--- src/rtl/bp_be_instr_injector_if.sv ---
// Command and instruction-stream signals of the backend instruction injector.
// The master side issues commands and consumes instruction words; the slave
// side is the injector itself.
interface bp_be_instr_injector_if;
  logic        cmd_v_i;
  logic        cmd_ready_o;
  logic [2:0]  cmd_op_i;
  logic [4:0]  cmd_rd_i;
  logic [4:0]  cmd_rs1_i;
  logic [11:0] cmd_csr_i;
  logic [63:0] cmd_imm_i;
  logic [31:0] instr_o;
  logic        instr_v_o;
  logic        instr_ready_i;

  modport master (
    output cmd_v_i, cmd_op_i, cmd_rd_i, cmd_rs1_i, cmd_csr_i, cmd_imm_i,
    output instr_ready_i,
    input  cmd_ready_o, instr_o, instr_v_o
  );

  modport slave (
    input  cmd_v_i, cmd_op_i, cmd_rd_i, cmd_rs1_i, cmd_csr_i, cmd_imm_i,
    input  instr_ready_i,
    output cmd_ready_o, instr_o, instr_v_o
  );
endinterface

--- src/rtl/bp_be_instr_injector.sv ---
// Backend instruction injector: expands abstract commands (LI, CSR read/write,
// FENCE.I, NOP) into RV64 instruction words over a valid/ready stream.
//
// state  | meaning
// -------+------------------------------------------------------------
// e_idle | waiting for a command; cmd_ready_o high unless flushing
// e_emit | presenting word idx of the latched command on instr_o
module bp_be_instr_injector (
  input  logic                  clk_i,
  input  logic                  reset_n_i,
  input  logic                  flush_i,
  bp_be_instr_injector_if.slave io,
  output logic                  busy_o,
  output logic                  done_o,
  output logic                  err_o
);

  localparam int instr_width_lp  = 32;
  localparam int cmd_op_width_lp = 3;
  localparam int li_seq_len_lp   = 11;

  localparam logic [cmd_op_width_lp-1:0] op_nop_lp     = 3'd0;
  localparam logic [cmd_op_width_lp-1:0] op_li_lp      = 3'd1;
  localparam logic [cmd_op_width_lp-1:0] op_csr_rd_lp  = 3'd2;
  localparam logic [cmd_op_width_lp-1:0] op_csr_wr_lp  = 3'd3;
  localparam logic [cmd_op_width_lp-1:0] op_fence_i_lp = 3'd4;

  localparam logic [6:0] opc_op_imm_lp   = 7'b0010011;
  localparam logic [6:0] opc_system_lp   = 7'b1110011;
  localparam logic [6:0] opc_misc_mem_lp = 7'b0001111;

  typedef enum logic {e_idle, e_emit} state_e;

  state_e                     state_q, state_d;
  logic [3:0]                 idx_q;
  logic [cmd_op_width_lp-1:0] op_q;
  logic [4:0]                 rd_q;
  logic [4:0]                 rs1_q;
  logic [11:0]                csr_q;
  logic [63:0]                imm_q;

  logic                       accept;
  logic                       last;
  logic                       unsupported;
  logic                       done_d;
  logic                       err_d;
  logic [10:0]                chunk;
  logic [instr_width_lp-1:0]  word;

  assign unsupported = (op_q > op_fence_i_lp);
  assign last        = (op_q == op_li_lp) ? (idx_q == 4'(li_seq_len_lp - 1)) : 1'b1;

  // Next-state, handshake outputs and completion pulses; flush beats a final handshake.
  always_comb begin
    state_d        = state_q;
    accept         = 1'b0;
    io.cmd_ready_o = 1'b0;
    io.instr_v_o   = 1'b0;
    busy_o         = 1'b0;
    done_d         = 1'b0;
    err_d          = 1'b0;
    case (state_q)
      e_idle: begin
        io.cmd_ready_o = ~flush_i;
        accept         = io.cmd_v_i & ~flush_i;
        if (accept) state_d = e_emit;
      end
      e_emit: begin
        busy_o       = 1'b1;
        io.instr_v_o = 1'b1;
        if (flush_i) begin
          state_d = e_idle;
        end else if (io.instr_ready_i && last) begin
          state_d = e_idle;
          done_d  = 1'b1;
          err_d   = unsupported;
        end
      end
      default: state_d = e_idle;
    endcase
  end

  // State register.
  always_ff @(posedge clk_i or negedge reset_n_i) begin
    if (!reset_n_i) state_q <= e_idle;
    else            state_q <= state_d;
  end

  // Command latch and word index; idx only advances on a handshake.
  always_ff @(posedge clk_i or negedge reset_n_i) begin
    if (!reset_n_i) begin
      idx_q <= '0;
      op_q  <= '0;
      rd_q  <= '0;
      rs1_q <= '0;
      csr_q <= '0;
      imm_q <= '0;
    end else if (state_q == e_idle) begin
      if (accept) begin
        idx_q <= '0;
        op_q  <= io.cmd_op_i;
        rd_q  <= io.cmd_rd_i;
        rs1_q <= io.cmd_rs1_i;
        csr_q <= io.cmd_csr_i;
        imm_q <= io.cmd_imm_i;
      end
    end else begin
      if (flush_i)               idx_q <= '0;
      else if (io.instr_ready_i) idx_q <= last ? 4'd0 : idx_q + 4'd1;
    end
  end

  // One-cycle done/err pulses following the last handshake.
  always_ff @(posedge clk_i or negedge reset_n_i) begin
    if (!reset_n_i) begin
      done_o <= 1'b0;
      err_o  <= 1'b0;
    end else begin
      done_o <= done_d;
      err_o  <= err_d;
    end
  end

  // Instruction word as a pure function of the latched command and idx.
  // LI builds the value 9 bits then 5 x 11 bits, so every immediate field is
  // non-negative and no sign-carry correction is needed.
  always_comb begin
    word  = '0;
    chunk = '0;
    case (idx_q)
      4'd2:    chunk = imm_q[54:44];
      4'd4:    chunk = imm_q[43:33];
      4'd6:    chunk = imm_q[32:22];
      4'd8:    chunk = imm_q[21:11];
      4'd10:   chunk = imm_q[10:0];
      default: chunk = '0;
    endcase
    if (state_q == e_emit) begin
      case (op_q)
        op_nop_lp: word = {12'd0, 5'd0, 3'b000, 5'd0, opc_op_imm_lp};
        op_li_lp: begin
          if (idx_q == 4'd0)
            word = {3'b000, imm_q[63:55], 5'd0, 3'b000, rd_q, opc_op_imm_lp};
          else if (idx_q[0])
            word = {6'b000000, 6'd11, rd_q, 3'b001, rd_q, opc_op_imm_lp};
          else
            word = {1'b0, chunk, rd_q, 3'b110, rd_q, opc_op_imm_lp};
        end
        op_csr_rd_lp:  word = {csr_q, 5'd0, 3'b010, rd_q, opc_system_lp};
        op_csr_wr_lp:  word = {csr_q, rs1_q, 3'b001, 5'd0, opc_system_lp};
        op_fence_i_lp: word = {12'd0, 5'd0, 3'b001, 5'd0, opc_misc_mem_lp};
        default:       word = {12'd0, 5'd0, 3'b000, 5'd0, opc_op_imm_lp};
      endcase
    end
  end

  assign io.instr_o = word;

endmodule

--- src/flat_wrapper.sv ---
// flat-port wrapper written by rule: the top's interface ports become plain ports
module bp_be_instr_injector_flat 
  (clk_i, reset_n_i, flush_i, busy_o, done_o, err_o, io_cmd_v_i, io_cmd_op_i, io_cmd_rd_i, io_cmd_rs1_i, io_cmd_csr_i, io_cmd_imm_i, io_instr_ready_i, io_cmd_ready_o, io_instr_o, io_instr_v_o);
  bp_be_instr_injector_if io_i ();
  input  logic clk_i;
  input  logic reset_n_i;
  input  logic flush_i;
  output logic busy_o;
  output logic done_o;
  output logic err_o;
  input wire logic [$bits(io_i.cmd_v_i)-1:0] io_cmd_v_i;
  input wire logic [$bits(io_i.cmd_op_i)-1:0] io_cmd_op_i;
  input wire logic [$bits(io_i.cmd_rd_i)-1:0] io_cmd_rd_i;
  input wire logic [$bits(io_i.cmd_rs1_i)-1:0] io_cmd_rs1_i;
  input wire logic [$bits(io_i.cmd_csr_i)-1:0] io_cmd_csr_i;
  input wire logic [$bits(io_i.cmd_imm_i)-1:0] io_cmd_imm_i;
  input wire logic [$bits(io_i.instr_ready_i)-1:0] io_instr_ready_i;
  output wire logic [$bits(io_i.cmd_ready_o)-1:0] io_cmd_ready_o;
  output wire logic [$bits(io_i.instr_o)-1:0] io_instr_o;
  output wire logic [$bits(io_i.instr_v_o)-1:0] io_instr_v_o;
  assign io_i.cmd_v_i = io_cmd_v_i;
  assign io_i.cmd_op_i = io_cmd_op_i;
  assign io_i.cmd_rd_i = io_cmd_rd_i;
  assign io_i.cmd_rs1_i = io_cmd_rs1_i;
  assign io_i.cmd_csr_i = io_cmd_csr_i;
  assign io_i.cmd_imm_i = io_cmd_imm_i;
  assign io_i.instr_ready_i = io_instr_ready_i;
  assign io_cmd_ready_o = io_i.cmd_ready_o;
  assign io_instr_o = io_i.instr_o;
  assign io_instr_v_o = io_i.instr_v_o;
  bp_be_instr_injector u_core (.clk_i(clk_i), .reset_n_i(reset_n_i), .flush_i(flush_i), .io(io_i), .busy_o(busy_o), .done_o(done_o), .err_o(err_o));
endmodule
--- config.mk ---
export PLATFORM = sky130hd
export DESIGN_NAME = bp_be_instr_injector_flat
export DESIGN_NICKNAME = d
export VERILOG_FILES = /design/src/rtl/bp_be_instr_injector_if.sv /design/src/rtl/bp_be_instr_injector.sv /design/src/flat_wrapper.sv
export SDC_FILE = /design/constraint.sdc
export NUM_CORES = 1
export LEC_CHECK = 0
export CORE_MARGIN = 2
export CORE_UTILIZATION = 52
export CTS_CLUSTER_SIZE = 12
export DETAILED_ROUTE_END_ITERATION = 10
export GPL_TIMING_DRIVEN = 0
export PLACE_DENSITY = 0.86
export SYNTH_ARGS = -nofsm -noshare
export SYNTH_HDL_FRONTEND = slang
export SYNTH_SLANG_ARGS = --single-unit
--- constraint.sdc ---
create_clock -name clk_i -period 5.3 [get_ports clk_i]
set_input_delay 1.59 -clock clk_i [delete_from_list [all_inputs] [get_ports clk_i]]
set_output_delay 1.59 -clock clk_i [all_outputs]
set_load 0.05 [all_outputs]
==> results.rst <==
.. list-table::
   :header-rows: 1

   * - Metric
     - Value
   * - Run status
     - finished clean
   * - Clock root cell
     - clkbuf_8
   * - Number of buffers added to fix hold violations after cts
     - 0
   * - Maximum cell stage delay along the critical path
     - 0.84 ns
   * - Level count of the clock H-tree
     - 3
   * - Area enclosed by the die boundary
     - around 0.01 mm²
   * - CTS Buf Count
     - 9
   * - Pre-CTS setup slack
     - roughly 0.68 ns
   * - Max Buffers Root-to-Sink
     - 2
   * - Destination of the worst hold path
     - u_core.csr_q[5]
   * - Data arrival time at the worst-slack endpoint
     - approximately 3.5 ns
   * - Synth Area in Simple Gates
     - 9.925%
   * - Share of the yosys chip area belonging to registers
     - around 51%
   * - Pin slew with the least headroom to its limit
     - ~0.57 ns
   * - Arithmetic-cell share of the synthesized area counting full adders, half adders and majority gates
     - 0.7983%
   * - WHS
     - 0.5127 ns
   * - Period utilization
     - 96.58%
   * - Number of nets in the layout
     - 623
   * - Number of antenna cells inserted
     - 0
   * - Power per cell area
     - a little under 300 mW/mm²
   * - Routability Congestion
     - 0.8619
   * - Maximum number of pins on one net before global-route repair
     - 61
   * - Number of cell instances on the worst register-to-register path
     - 7
   * - Final count of negative-setup-slack endpoints
     - 0
   * - Layout overhead on the synthesized area
     - 35.68%
   * - CP max stage cell
     - clkdlybuf4s50_1
   * - Number of antenna violations at the first check in global routing
     - 0
   * - XOR/XNOR share of the synthesized area
     - 0.1863%
   * - Normalized max-slew margin
     - 62.09%
   * - Synthesized instance count
     - 384
   * - Clock sink count
     - between 90 and 100
   * - Static leakage
     - approximately 2.7 nW
   * - Largest family of logic cells by synthesized area
     - multiplexers
   * - Number of design rule violations left after detail routing
     - 0
   * - Clk_skew
     - 0.007601 ns
   * - Number of vias after detailed routing
     - 3,747
   * - Area of the core
     - 0.008763 mm²
   * - Synthesized flop and latch total
     - 96
   * - Fraction of layout cells with a size suffix above 1
     - between 20% and 30%
   * - Crit end category
     - primary output
   * - Remaining antenna violation count
     - 0
   * - Initial standard-cell utilization of the core
     - 53.66%
   * - Fraction of the core area covered by cells at the end of the flow
     - 72.80%
   * - Num rows
     - 34
   * - Number of max-slew violations in the final report
     - 0
   * - HPWL after detailed placement
     - ~9000 µm
   * - Primary flip-flop cell chosen by synthesis mapping
     - dfrtp_1
   * - Number of enable flip-flop cells after synthesis
     - 0
   * - WL final
     - 12,640 µm
   * - Capture instance of the worst register-to-register path
     - u_core.idx_q[2]
   * - Hold wc startpoint
     - u_core.csr_q[5]
   * - Chip Height
     - 99.09 µm
   * - Clock tree from TritonCTS
     - built
   * - Via count normalized by instance count
     - a little under 6
   * - Post-route cell area
     - around 0.0064 mm²
   * - Flop2flop setup slack
     - 3.24 ns
   * - Class of the tightest hold or removal check
     - flip-flop to flip-flop
   * - Setup repair after global routing missed its margin
     - false
   * - Global-route wire length before repair
     - 20,270 µm
   * - Clock latency at the later pin of the worst-skew pair
     - between 0.3 and 0.4 ns
   * - Vias in the first global route
     - between 3,000 and 4,000
   * - Net count after synthesis
     - 481
   * - Smallest setup slack after layout
     - roughly 0.18 ns
   * - Post-synth design cell area
     - 0.004702 mm²
   * - Overall fraction of global-route tracks in use
     - 26.65%
   * - Avg WL per Cell
     - 19.78 µm
   * - Area fraction in compound gates after synthesis
     - 10.80%
   * - Ranking of synthesized cells by area
     - dfrtp_1 (51%), mux2_2 (21%), a22oi_1 (3.2%), mux2i_1 (2.1%), o21ai_0 (1.7%)
   * - Multiplexer area fraction after synthesis
     - 22.96%
   * - Overall Power
     - roughly 1.9 mW
   * - Post-route insts no fill
     - 639
   * - Die Span X
     - 99.09 µm
   * - Yosys top cell area share
     - 51.09%
   * - Total negative setup slack
     - 0 ns
   * - TritonRoute pass-1 iters
     - 5
   * - Async set-reset flop share out of synthesis
     - 100.0%
   * - Global route total overflow
     - 0
   * - Number of distinct library cells after synthesis
     - 49
   * - Clock-pin slew reported for the worst setup and hold paths after clock tree synthesis
     - 0.09 ns
   * - Post-layout min period
     - 5.119 ns
   * - Achievable frequency
     - 195.4 MHz
   * - Depth of the worst hold-timing path
     - 1
   * - Max cap viols
     - 0
   * - Maximum net fanout on the critical path
     - 9
   * - Top cell types by occurrence after synthesis
     - dfrtp_1 (96), mux2_2 (87), a22oi_1 (20)
   * - Yosys warning count
     - 0
   * - Worst-path cell chain
     - inv_1, ha_1, clkbuf_1, or3b_1, nor2_2, a22oi_1, o22ai_1, clkdlybuf4s50_1
   * - Quantity of I/O buffers inserted on ports
     - 130
   * - Mean instance size in the synthesized netlist
     - 12.24 µm²
   * - DRC violation total after the first TritonRoute iteration
     - 220
   * - Number of placed instances with taps included
     - 623
   * - Most frequently used cell type in the post-synthesis netlist
     - dfrtp_1
   * - Element type at the critical path start
     - flip-flop
   * - IR drop worst, VDD
     - 0.1686 mV
   * - I/O pin count
     - 131
   * - Launching point of the worst reg2reg path
     - u_core.idx_q[0]
   * - Post-synth top area cell
     - dfrtp_1
   * - Instance area at placement
     - 0.006163 mm²
   * - Critical path data required time
     - 3.71 ns
   * - Final count of hold timing violations
     - 0
   * - Worst Setup Path Type
     - flip-flop to primary output
-- kinds of logic (layout without fill, tap and decap cells) --
kind of cell,after synthesis,after routing
muxes,97,97
DFF,96,96
AOI/OAI and AO/OA,75,75
and+or+nand+nor,73,73
buffers and inverters,39,186
adders and majority gates,3,3
xor gates and xnor gates,1,1
-- power breakdown --
part / total, mW / internal (mW) / switching [mW]
clock network: 0.500 / 0.242 / 0.258
logic: 0.452 / 0.242 / 0.210
registers: 0.946 / 0.867 / 0.0795
-- placed cells by master (no fill, tap or decap), drive strengths merged, types with 2 or more instances in the layout --
cell | netlist | routed
mux2 | 87 | 87
ha | 3 | 3
nor3b | 2 | 2
clkdlybuf4s50 | 0 | 125
a22o | 7 | 7
or3b | 2 | 2
and3 | 9 | 9
nor2b | 6 | 6
clkinvlp | 0 | 2
dfrtp | 96 | 96
a21oi | 4 | 4
nor4 | 2 | 2
clkinv | 0 | 2
nand2b | 3 | 3
nand3b | 7 | 7
o21ai | 21 | 21
a32oi | 2 | 2
mux2i | 10 | 10
a31oi | 3 | 3
o21a | 3 | 3
nor3 | 2 | 2
nand2 | 8 | 8
dlymetal6s2s | 0 | 4
inv | 4 | 4
buf | 24 | 26
nand3 | 6 | 6
clkbuf | 11 | 22
and3b | 3 | 3
a22oi | 20 | 20
nor2 | 16 | 16
o22ai | 9 | 9
and2 | 3 | 3
-- timing repair --
action	CTS	global route
setup endpoints to repair	0	4
gates resized for setup	0	4
setup buffers	0	0
-- per-layer routing --
| metal | GRT usage [%] | part of all wire, % |
|---|---|---|
| met1 | 34.22 | 40 |
| met2 | 44.80 | 50 |
| met3 | 5.833 | 7.3 |
| met4 | 9.484 | 2.5 |
| met5 | 0 | 0 |
-- worst max-delay path by stage --
stage	from	to	slack, ns
4_1_cts	u_core.idx_q[0]	io_instr_o[24]	0.18
2_1_floorplan	u_core.idx_q[0]	io_instr_o[20]	1.08
5_1_grt	u_core.idx_q[0]	io_instr_o[26]	0.002
3_3_place_gp	reset_n_i	u_core.csr_q[11]	-0.78
3_5_place_dp	u_core.idx_q[0]	io_instr_o[24]	0.68
6_report	u_core.idx_q[0]	io_instr_o[26]	0.18
-- worst max-delay path: cells and delay by family, from the launching register on --
family / cells / cell delay [ns]
compound gates: 2 / 0.36
fa+ha+maj: 1 / 0.18
buf+inv: 3 / 1.36
flops: 1 / 0.49
simple gates: 2 / 0.77
-- state kept, by name, indices dropped and copies added, names as in the netlist --
name / cells
u_core.imm_q: 64
u_core.state_q: 1
u_core.csr_q: 12
u_core.rd_q: 5
u_core.rs1_q: 5
u_core.idx_q: 4
u_core.op_q: 3
u_core.err_o: 1
u_core.done_o: 1
-- cell type report --
cell class / instances / area (µm²)
multi-input combinational: 249 / 2101
clock buffer: 11 / 151.4
fill: 603 / 2384
timing repair buffer: 131 / 1336
clock inverter: 5 / 55.05
buffer: 35 / 183.9
sequential: 96 / 2402
inverter: 4 / 15.01
tap: 108 / 135.1
No activity file was read; power rests on OpenSTA's default activity.
